===== config.mk =====
export PLATFORM = sky130hd
export DESIGN_NAME = irq_controller
export DESIGN_NICKNAME = d
export VERILOG_FILES = /design/src/rtl/irq_pkg.sv /design/src/rtl/irq_edge_detect.sv /design/src/rtl/irq_controller.sv
export SDC_FILE = /design/constraint.sdc
export NUM_CORES = 1
export LEC_CHECK = 0
export CORE_MARGIN = 4
export CORE_UTILIZATION = 57
export CTS_CLUSTER_SIZE = 12
export DETAILED_ROUTE_END_ITERATION = 10
export HOLD_SLACK_MARGIN = 0.06
export PLACE_DENSITY = 0.9
export SKIP_CTS_REPAIR_TIMING = 1
export SLEW_MARGIN = 20
export SYNTH_ARGS = -nofsm -noshare
export SYNTH_HDL_FRONTEND = slang
export SYNTH_HIERARCHICAL = 1
export SYNTH_SLANG_ARGS = --single-unit

===== constraint.sdc =====
create_clock -name clk -period 3.36 [get_ports clk]
set_input_delay 1.008 -clock clk [delete_from_list [all_inputs] [get_ports clk]]
set_output_delay 1.008 -clock clk [all_outputs]
set_load 0.05 [all_outputs]

===== src/rtl/irq_pkg.sv =====
// Shared definitions for the interrupt controller: register offsets, FSM encoding
// and the fixed-priority (lowest index wins) encoder.
package irq_pkg;

    localparam int MAX_IRQ = 8;

    localparam logic [1:0] REG_ENABLE  = 2'd0;
    localparam logic [1:0] REG_MODE    = 2'd1;
    localparam logic [1:0] REG_PENDING = 2'd2;
    localparam logic [1:0] REG_STATUS  = 2'd3;

    typedef enum logic [1:0] {
        IDLE    = 2'd0,
        REQ     = 2'd1,
        SERVICE = 2'd2
    } irq_state_t;

    // Scanning from the top down leaves the lowest set index as the result.
    function automatic logic [2:0] lowest_set(input logic [MAX_IRQ-1:0] v);
        lowest_set = 3'd0;
        for (int i = MAX_IRQ - 1; i >= 0; i--) begin
            if (v[i]) begin
                lowest_set = 3'(i);
            end
        end
    endfunction

endpackage


===== src/rtl/irq_edge_detect.sv =====
// Per-channel input stage: optional 2-flop synchroniser (IRQ_SYNC_EN), previous-value
// flop and a one-cycle rise pulse. level_o is the sampled value seen by the level path.
module irq_edge_detect (
    input  logic clk,
    input  logic rst_n,
    input  logic irq_i,
    output logic level_o,
    output logic rise_o
);

`ifdef IRQ_SYNC_EN
    logic sync1_q;
    logic sync2_q;

    always_ff @(posedge clk) begin
        if (!rst_n) begin
            sync1_q <= 1'b0;
            sync2_q <= 1'b0;
        end else begin
            sync1_q <= irq_i;
            sync2_q <= sync1_q;
        end
    end

    assign level_o = sync2_q;
`else
    assign level_o = irq_i;
`endif

    logic prev_q;

    always_ff @(posedge clk) begin
        if (!rst_n) begin
            prev_q <= 1'b0;
        end else begin
            prev_q <= level_o;
        end
    end

    assign rise_o = level_o & ~prev_q;

endmodule


===== src/rtl/irq_controller.sv =====
// Interrupt controller: per-channel edge/level pending bits, mask, fixed priority and a
// req/ack/eoi handshake FSM. Define IRQ_SYNC_EN to synchronise irq_in (+2 cycles latency).
module irq_controller
    import irq_pkg::*;
#(
    parameter int NUM_IRQ = 8,
    parameter int VEC_W   = (NUM_IRQ > 1) ? $clog2(NUM_IRQ) : 1
) (
    input  logic               clk,
    input  logic               rst_n,
    input  logic [NUM_IRQ-1:0] irq_in,
    input  logic [1:0]         bus_addr,
    input  logic [7:0]         bus_wdata,
    input  logic               bus_we,
    input  logic               bus_re,
    output logic [7:0]         bus_rdata,
    output logic               irq_req,
    output logic [VEC_W-1:0]   irq_vector,
    input  logic               irq_ack,
    input  logic               irq_eoi
);

    logic [NUM_IRQ-1:0] enable_q, enable_d;
    logic [NUM_IRQ-1:0] mode_q, mode_d;
    logic [NUM_IRQ-1:0] pending_q, pending_d;
    logic [NUM_IRQ-1:0] level, rise, eligible, clr, vec_onehot;
    logic [MAX_IRQ-1:0] elig_ext;
    logic [VEC_W-1:0]   vec_q, vec_d, winner;
    logic [2:0]         vec_idx;
    logic [7:0]         rdata_q, rdata_d;
    logic               latched_elig;
    logic               ack_clr;
    irq_state_t         state_q, state_d;

    for (genvar gi = 0; gi < NUM_IRQ; gi++) begin : g_chan
        irq_edge_detect u_edge (
            .clk    (clk),
            .rst_n  (rst_n),
            .irq_i  (irq_in[gi]),
            .level_o(level[gi]),
            .rise_o (rise[gi])
        );
    end

    assign eligible     = pending_q & enable_q;
    assign elig_ext     = MAX_IRQ'(eligible);
    assign winner       = VEC_W'(lowest_set(elig_ext));
    assign vec_idx      = 3'(vec_q);
    assign latched_elig = elig_ext[vec_idx];
    assign vec_onehot   = NUM_IRQ'(1) << vec_q;

    // An ack is honoured even if the latched channel drops eligibility in the same cycle.
    always_comb begin
        state_d = state_q;
        vec_d   = vec_q;
        ack_clr = 1'b0;
        case (state_q)
            IDLE: begin
                if (|eligible) begin
                    state_d = REQ;
                    vec_d   = winner;
                end
            end
            REQ: begin
                if (irq_ack) begin
                    state_d = SERVICE;
                    ack_clr = 1'b1;
                end else if (!latched_elig) begin
                    state_d = IDLE;
                end
            end
            SERVICE: begin
                if (irq_eoi) begin
                    state_d = IDLE;
                end
            end
            default: state_d = IDLE;
        endcase
    end

    // Edge channels: a new rise beats any clear; level channels just follow the input.
    always_comb begin
        clr       = ((bus_we && bus_addr == REG_PENDING) ? bus_wdata[NUM_IRQ-1:0] : '0)
                  | (ack_clr ? vec_onehot : '0);
        pending_d = (mode_q & (rise | (pending_q & ~clr))) | (~mode_q & level);
        enable_d  = (bus_we && bus_addr == REG_ENABLE) ? bus_wdata[NUM_IRQ-1:0] : enable_q;
        mode_d    = (bus_we && bus_addr == REG_MODE)   ? bus_wdata[NUM_IRQ-1:0] : mode_q;
    end

    always_comb begin
        rdata_d = rdata_q;
        if (bus_re) begin
            case (bus_addr)
                REG_ENABLE:  rdata_d = 8'(enable_q);
                REG_MODE:    rdata_d = 8'(mode_q);
                REG_PENDING: rdata_d = 8'(pending_q);
                default:     rdata_d = {state_q, 6'(vec_q)};
            endcase
        end
    end

    always_ff @(posedge clk) begin
        if (!rst_n) begin
            enable_q  <= '0;
            mode_q    <= '0;
            pending_q <= '0;
            vec_q     <= '0;
            rdata_q   <= '0;
            state_q   <= IDLE;
        end else begin
            enable_q  <= enable_d;
            mode_q    <= mode_d;
            pending_q <= pending_d;
            vec_q     <= vec_d;
            rdata_q   <= rdata_d;
            state_q   <= state_d;
        end
    end

    assign irq_req    = (state_q == REQ);
    assign irq_vector = vec_q;
    assign bus_rdata  = rdata_q;

endmodule

==> qor.csv <==
metric;value;unit
path_class;reg -> out;
fin_setup_tns;0;ps
drc;0;
worstSkewPairLatency;300;ps
switching_power;0.288;mW
final_hold_viol_count;0;
vias;1876;
use_met1;29.2;%
cpLargestDelayFamily;buffers and inverters;
crit_chain;nor2b_1 -> clkdlybuf4s50_1;
tightest_slew;580;ps
finalClockSkew;3.82;ps
synthFlopType;dfxtp_1;
antenna_left;0;
synth-edff-count;0;
synth.distinct_cells;31;
cts.sinks;45;
drt_iter0_markers;135;
crit_fanout;5;
drv_slew;0;
fin_crit;2870;ps
dieArea;0.00510;mm^2
clk_path_buf_depth;2;
synth_top_area_share;39.3;%
clkPwrFrac;35.6;%
drive_above_1_share;8.71;%
p_comb_share;14.6;%
seq_power_share;49.7;%
layout_commonest_cell;dfxtp_1;
hp-class;reg -> reg;
cellPowerDensity;430;mW/mm^2
wire_per_inst;16.4;um
fin_crit_sh;85.5;%
place_inst;304;
fmax;0.348;GHz
critical_path_arrival;1860;ps
final_net_count;287;
rsz0062_at_grt;false;
globalplace.congestion;0.936;
synth.avg_cell_area;9.71;um^2
status;finished clean;
netlist_area;0.00229;mm^2
p_sw_share;24.5;%
cts_made_buffers;5;
worst-path-buf-inv;1;
grt_pass1_vias;1712;
yosysSeqAreaShare;39.3;%
pin_count;36;
cp_slowest_cell;clkdlybuf4s50_1;
cp.required;2350;ps
cts_tree;done;
yosysWarnings;6;
htreeDepth;2;
die_y;71.4;um
grt_pass1_wl;8360;um
syn_inst;236;
drt_first_pass_iters;4;
async_flop_share;0;%
reg2reg_slack;1870;ps
ys_ff_latch;45;
track_usage;21.0;%
cts.clk_slew.worst_paths;80;ps
internal_power;0.886;mW
hpwlAfterDp;3700;um
setup_viol;0;
holdPathStages;1;
synth_area_leader_cell;dfxtp_1;
start_util;60.8;%
grt_max_degree;48;
grt_busiest_layer;met2;
yosys-top-cells-area;dfxtp_1 (39%), mux2i_1 (7.4%), nor2b_1 (4.9%);
rows;22;
grt_overflow_total;0;
slew_headroom;61.2;%
antenna_found_initial;0;
syn_nets;260;
layoutNonFillerInstCount;312;
num_antenna_cells;0;
grt_use_met3;3.93;%
power;1.17;mW
cp-start-kind;register;
cp-end-kind;primary output;
p_leak;1.06;nW
port_buffers;35;
grtUsageMet2;31.4;%
clockRootBuffer;clkbuf_8;
vias_per_cell;6.01;
die_w;71.4;um
worst_r2r_path_depth;3;
cap_violations;0;
irDropWorstVdd;0.000324;V
mostFrequentLayoutCells;dfxtp_1 (45), clkdlybuf4s50_1 (35), nand2_1 (24);
syn_to_final_growth;19.2;%
routed_wirelength;5110;um
core;0.00377;mm^2
critPathMaxStageDelay;860;ps
cp.depth;2;
[worst paths after layout]
kind	startpoint	endpoint
max	state_q[0]	irq_req
min	mode_q[5]	pending_q[5]
max reg2reg	irq_vector[0]	state_q[0]
min reg2reg	mode_q[5]	pending_q[5]
[synthesized netlist by cell type, types with 3 or more instances]
| library cell | n |
|---|---|
| inv_1 | 16 |
| nor3b_1 | 3 |
| o211a_1 | 4 |
| clkbuf_1 | 6 |
| nand3_1 | 9 |
| buf_4 | 9 |
| dfxtp_1 | 45 |
| mux2i_1 | 17 |
| a31oi_1 | 9 |
| nor2b_4 | 8 |
| nand2_1 | 24 |
| o211ai_1 | 3 |
| and2_1 | 9 |
| a22oi_1 | 4 |
| buf_2 | 3 |
| o221ai_1 | 8 |
| a21boi_0 | 9 |
| mux4_1 | 4 |
| nor2b_1 | 18 |
| a32o_1 | 3 |
| o21ai_0 | 10 |
| mux4_2 | 3 |
[through the flow]
step	util [%]	hold WS, ps	setup slack, ps	instance area (um^2)
6_report	72.5	498	488	2730
5_1_grt	72.5	513	394	2730
4_1_cts	72.5	499	471	2730
3_5_place_dp	69.4	478	545	2620
3_3_place_gp	69.4	460	538	2620
2_1_floorplan	-	445	1170	2290
[metal layers]
layer	wire, um	part of all wire (%)	up-vias
met4	112	2.2	0
li1	-	-	885
met1	2230	44	902
met3	486	9.5	10
met5	0	0	-
met2	2290	45	79
[power by group through the flow]
stage	Clock [mW]	Sequential, mW	Combinational, mW
floorplan	0	0.608	0.0945
global placement	0	0.594	0.166
detailed placement	0	0.595	0.170
CTS	0.426	0.583	0.172
global route	0.445	0.587	0.186
finish	0.418	0.584	0.172
[cell type report]
type,instances,area (um^2)
Timing Repair Buffer,39,380
Clock buffer,7,86.3
Sequential cell,45,901
Fill cell,278,1040
Inverter,16,60.1
Tap cell,48,60.1
Clock inverter,1,30.0
Multi-Input combinational cell,156,1210
[registers in the layout (all words and copies together) (netlist names)]
signal / cells
irq_vector: 3
state_q: 2
mode_q: 8
enable_q: 8
g_chan.u_edge/prev_q: 8
bus_rdata: 8
pending_q: 8
[kinds of logic after synthesis]
kind of cell | Yosys count | synth area share (%)
AOI/OAI and AO/OA | 53 | 16.8
buffers and inverters | 35 | 7.70
DFF | 45 | 39.3
muxes | 24 | 15.0
and+or+nand+nor | 79 | 21.3
Note: power is estimated with default switching activity, not from simulation.
==> RTL edit: new RTL, same flow settings <==
Add a define of `IRQ_SYNC_EN`.
--- a/src/rtl/irq_edge_detect.sv
+++ b/src/rtl/irq_edge_detect.sv
@@ -1,5 +1,7 @@
 // Per-channel input stage: optional 2-flop synchroniser (IRQ_SYNC_EN), previous-value
 // flop and a one-cycle rise pulse. level_o is the sampled value seen by the level path.
+`define IRQ_SYNC_EN
+
 module irq_edge_detect (
     input  logic clk,
     input  logic rst_n,
Formal check against the unedited RTL: not equivalent (a bounded check fails within 4 cycles, from zero or initial values and one cycle with rst_n low).
==> RTL edit against the original RTL <==
  * Critical endpoint unchanged
  * Synthesized area is 16% higher
  * Wire length rose by 7.6%
  * Sequential share of layout area up 4.7 points
  * Clock power increased by 33%
  * Total power grew 25%
  * Final area grew 19%
  * Sequential cell count is 16 higher
  * Combinational power shrank 15%
  * Core utilization up 1.0 points
  * Setup slack lost 0.026 ns
==> RTL edit: results (changes against the original RTL) <==
| Metric | Value |
|---|---|
| Nets | 328 (+14%) |
| Critical R2R Launch | irq_vector[0] |
| H-tree depth | 3 (+1) |
| Slew HR | 61.5% (+0.29 points) |
| Crit path largest cell delay | ~0.87 ns |
| Avg Inst Size Synth | 10.2 µm² (+5.0%) |
| Worst hold endpoint | g_chan[2].u_edge/level_o |
| Largest net degree at the start of global routing | 38 (-21%) |
| R2R Setup Slk | 1.84 ns (-0.03 ns) |
| Fin crit share | 86.3% (+0.79 points) |
| Ys async rst share | 0% (unchanged) |
| Post-DP Area | 3080 µm² (+18%) |
| Dpl hpwl | 3960 µm (+7.0%) |
| Vias in the first global route | 2020 (+18%) |
| Hold path depth | 1 (unchanged) |
| Worst min-delay path startpoint | g_chan[2].u_edge/sync1_q |
| Synth unique cells | 31 (unchanged) |
| Fillers | 317 (+14%) |
| Syn_nets | 284 (+9.2%) |
| Layout cells sized above 1 | 11.1% (+2.4 points) |
| Critical path's slowest cell | clkdlybuf4s50_1 |
| P_leak | 1.24 nW (+17%) |
| Starting DRC count in detailed routing | 272 (+100%) |
| Placed insts | 345 (+13%) |
| Clock skew | 0.0102 ns (+0.00639 ns) |
| CTS max path bufs | 2 (unchanged) |
| Area contributors post-synth | dfxtp_1, mux2i_1, and2_1, nor2b_1, nor2b_4 |
| CTS Buf Count | 9 (+4) |
| TritonRoute pass-1 iters | 4 (unchanged) |
| WP data arrival | 1.89 ns (+0.03 ns) |
| Hold slack | 0.422 ns (-0.0757 ns) |
| Post-DR vias/cell | 5.75 (-4.3%) |
| Antenna violations before repair | 0 (unchanged) |
| IR drop worst, VDD | 0.346 mV (+7.1%) |
| Sequential share of the synthesized area | 46.0% (+6.7 points) |
| Routed wire length | 5500 µm (+7.6%) |
| Yosys warning total | 6 (unchanged) |
| GRT Util Overall | 19.8% (-1.1 points) |
| ANT cells | 0 (unchanged) |
| Non-filler cells, final | 359 (+15%) |
| First-pass GRT wire length | 9430 µm (+13%) |
| Final instance area | 3240 µm² (+19%) |
| Commonest cells post-synth | dfxtp_1, and2_1, nand2_1, nor2b_1, mux2i_1 |
| Critical Path Fanout Max | 5 (unchanged) |
| HP Class | reg -> reg |
| Clock Tree Root | clkbuf_8 |
| Worst slack, placed | 0.727 ns (+0.182 ns) |
| Internal power | 1.12 mW (+27%) |
| Outcome | complete, no violations |
| Hold Vio Cnt, Final | 0 (unchanged) |
| Final GP Congestion | 0.825 (-12%) |
| Worst setup startpoint | state_q[0] |
| Crit path to | irq_req |
| Reg2Reg Depth | 3 (unchanged) |
| Port buffer count | 35 (unchanged) |
| Clock latency on the worst-skew pair | 0.33 ns (+0.03 ns) |
RTL edit: cell types whose count changed in the layout (fill, tap and decap cells not counted), sizes merged:
cell / unedited run / this run
and2: 9 / 25
buf: 4 / 9
bufinv: 1 / 0
clkbuf: 7 / 12
clkinv: 0 / 2
dfxtp: 45 / 61
RTL edit: critical path: cells and delay by family, from the launching register on:
family	cells	cell delay, ns
buffers and inverters	1	0.87
DFF	1	0.38
and+or+nand+nor	1	0.31
RTL edit: power by group through the flow:
stage / Combinational, mW / Sequential (mW) / Clock, mW
floorplan: 0.0724 / 0.794 / 0
global placement: 0.143 / 0.786 / 0
detailed placement: 0.145 / 0.787 / 0
CTS: 0.146 / 0.771 / 0.563
global route: 0.158 / 0.775 / 0.604
finish: 0.146 / 0.772 / 0.554
RTL edit: final cells by class:
type / instances / share of cell area (%)
inverters: 16 / 1.85
multi-input cells: 172 / 40.5
clock inverters: 2 / 0.309
flip-flops and latches: 61 / 37.6
well taps: 52 / 2.01
clock buffers: 12 / 4.78
repair buffers: 44 / 12.9
RTL edit: logic make-up (layout without fill, tap and decap cells):
kind of cell / Yosys count / in the layout / synth area share, %
compound gates: 53 / 53 / 14.5
simple gates: 95 / 95 / 22.2
buf+inv: 27 / 74 / 4.39
flops: 61 / 61 / 46.0
mux: 24 / 24 / 12.9
RTL edit: per-layer routing:
layer	track usage, %	wire, µm	vias to the layer above
met5	0	0	-
met4	11.0	129	0
met3	4.37	404	13
met2	30.1	2520	88
met1	26.1	2450	958
li1	-	-	1006
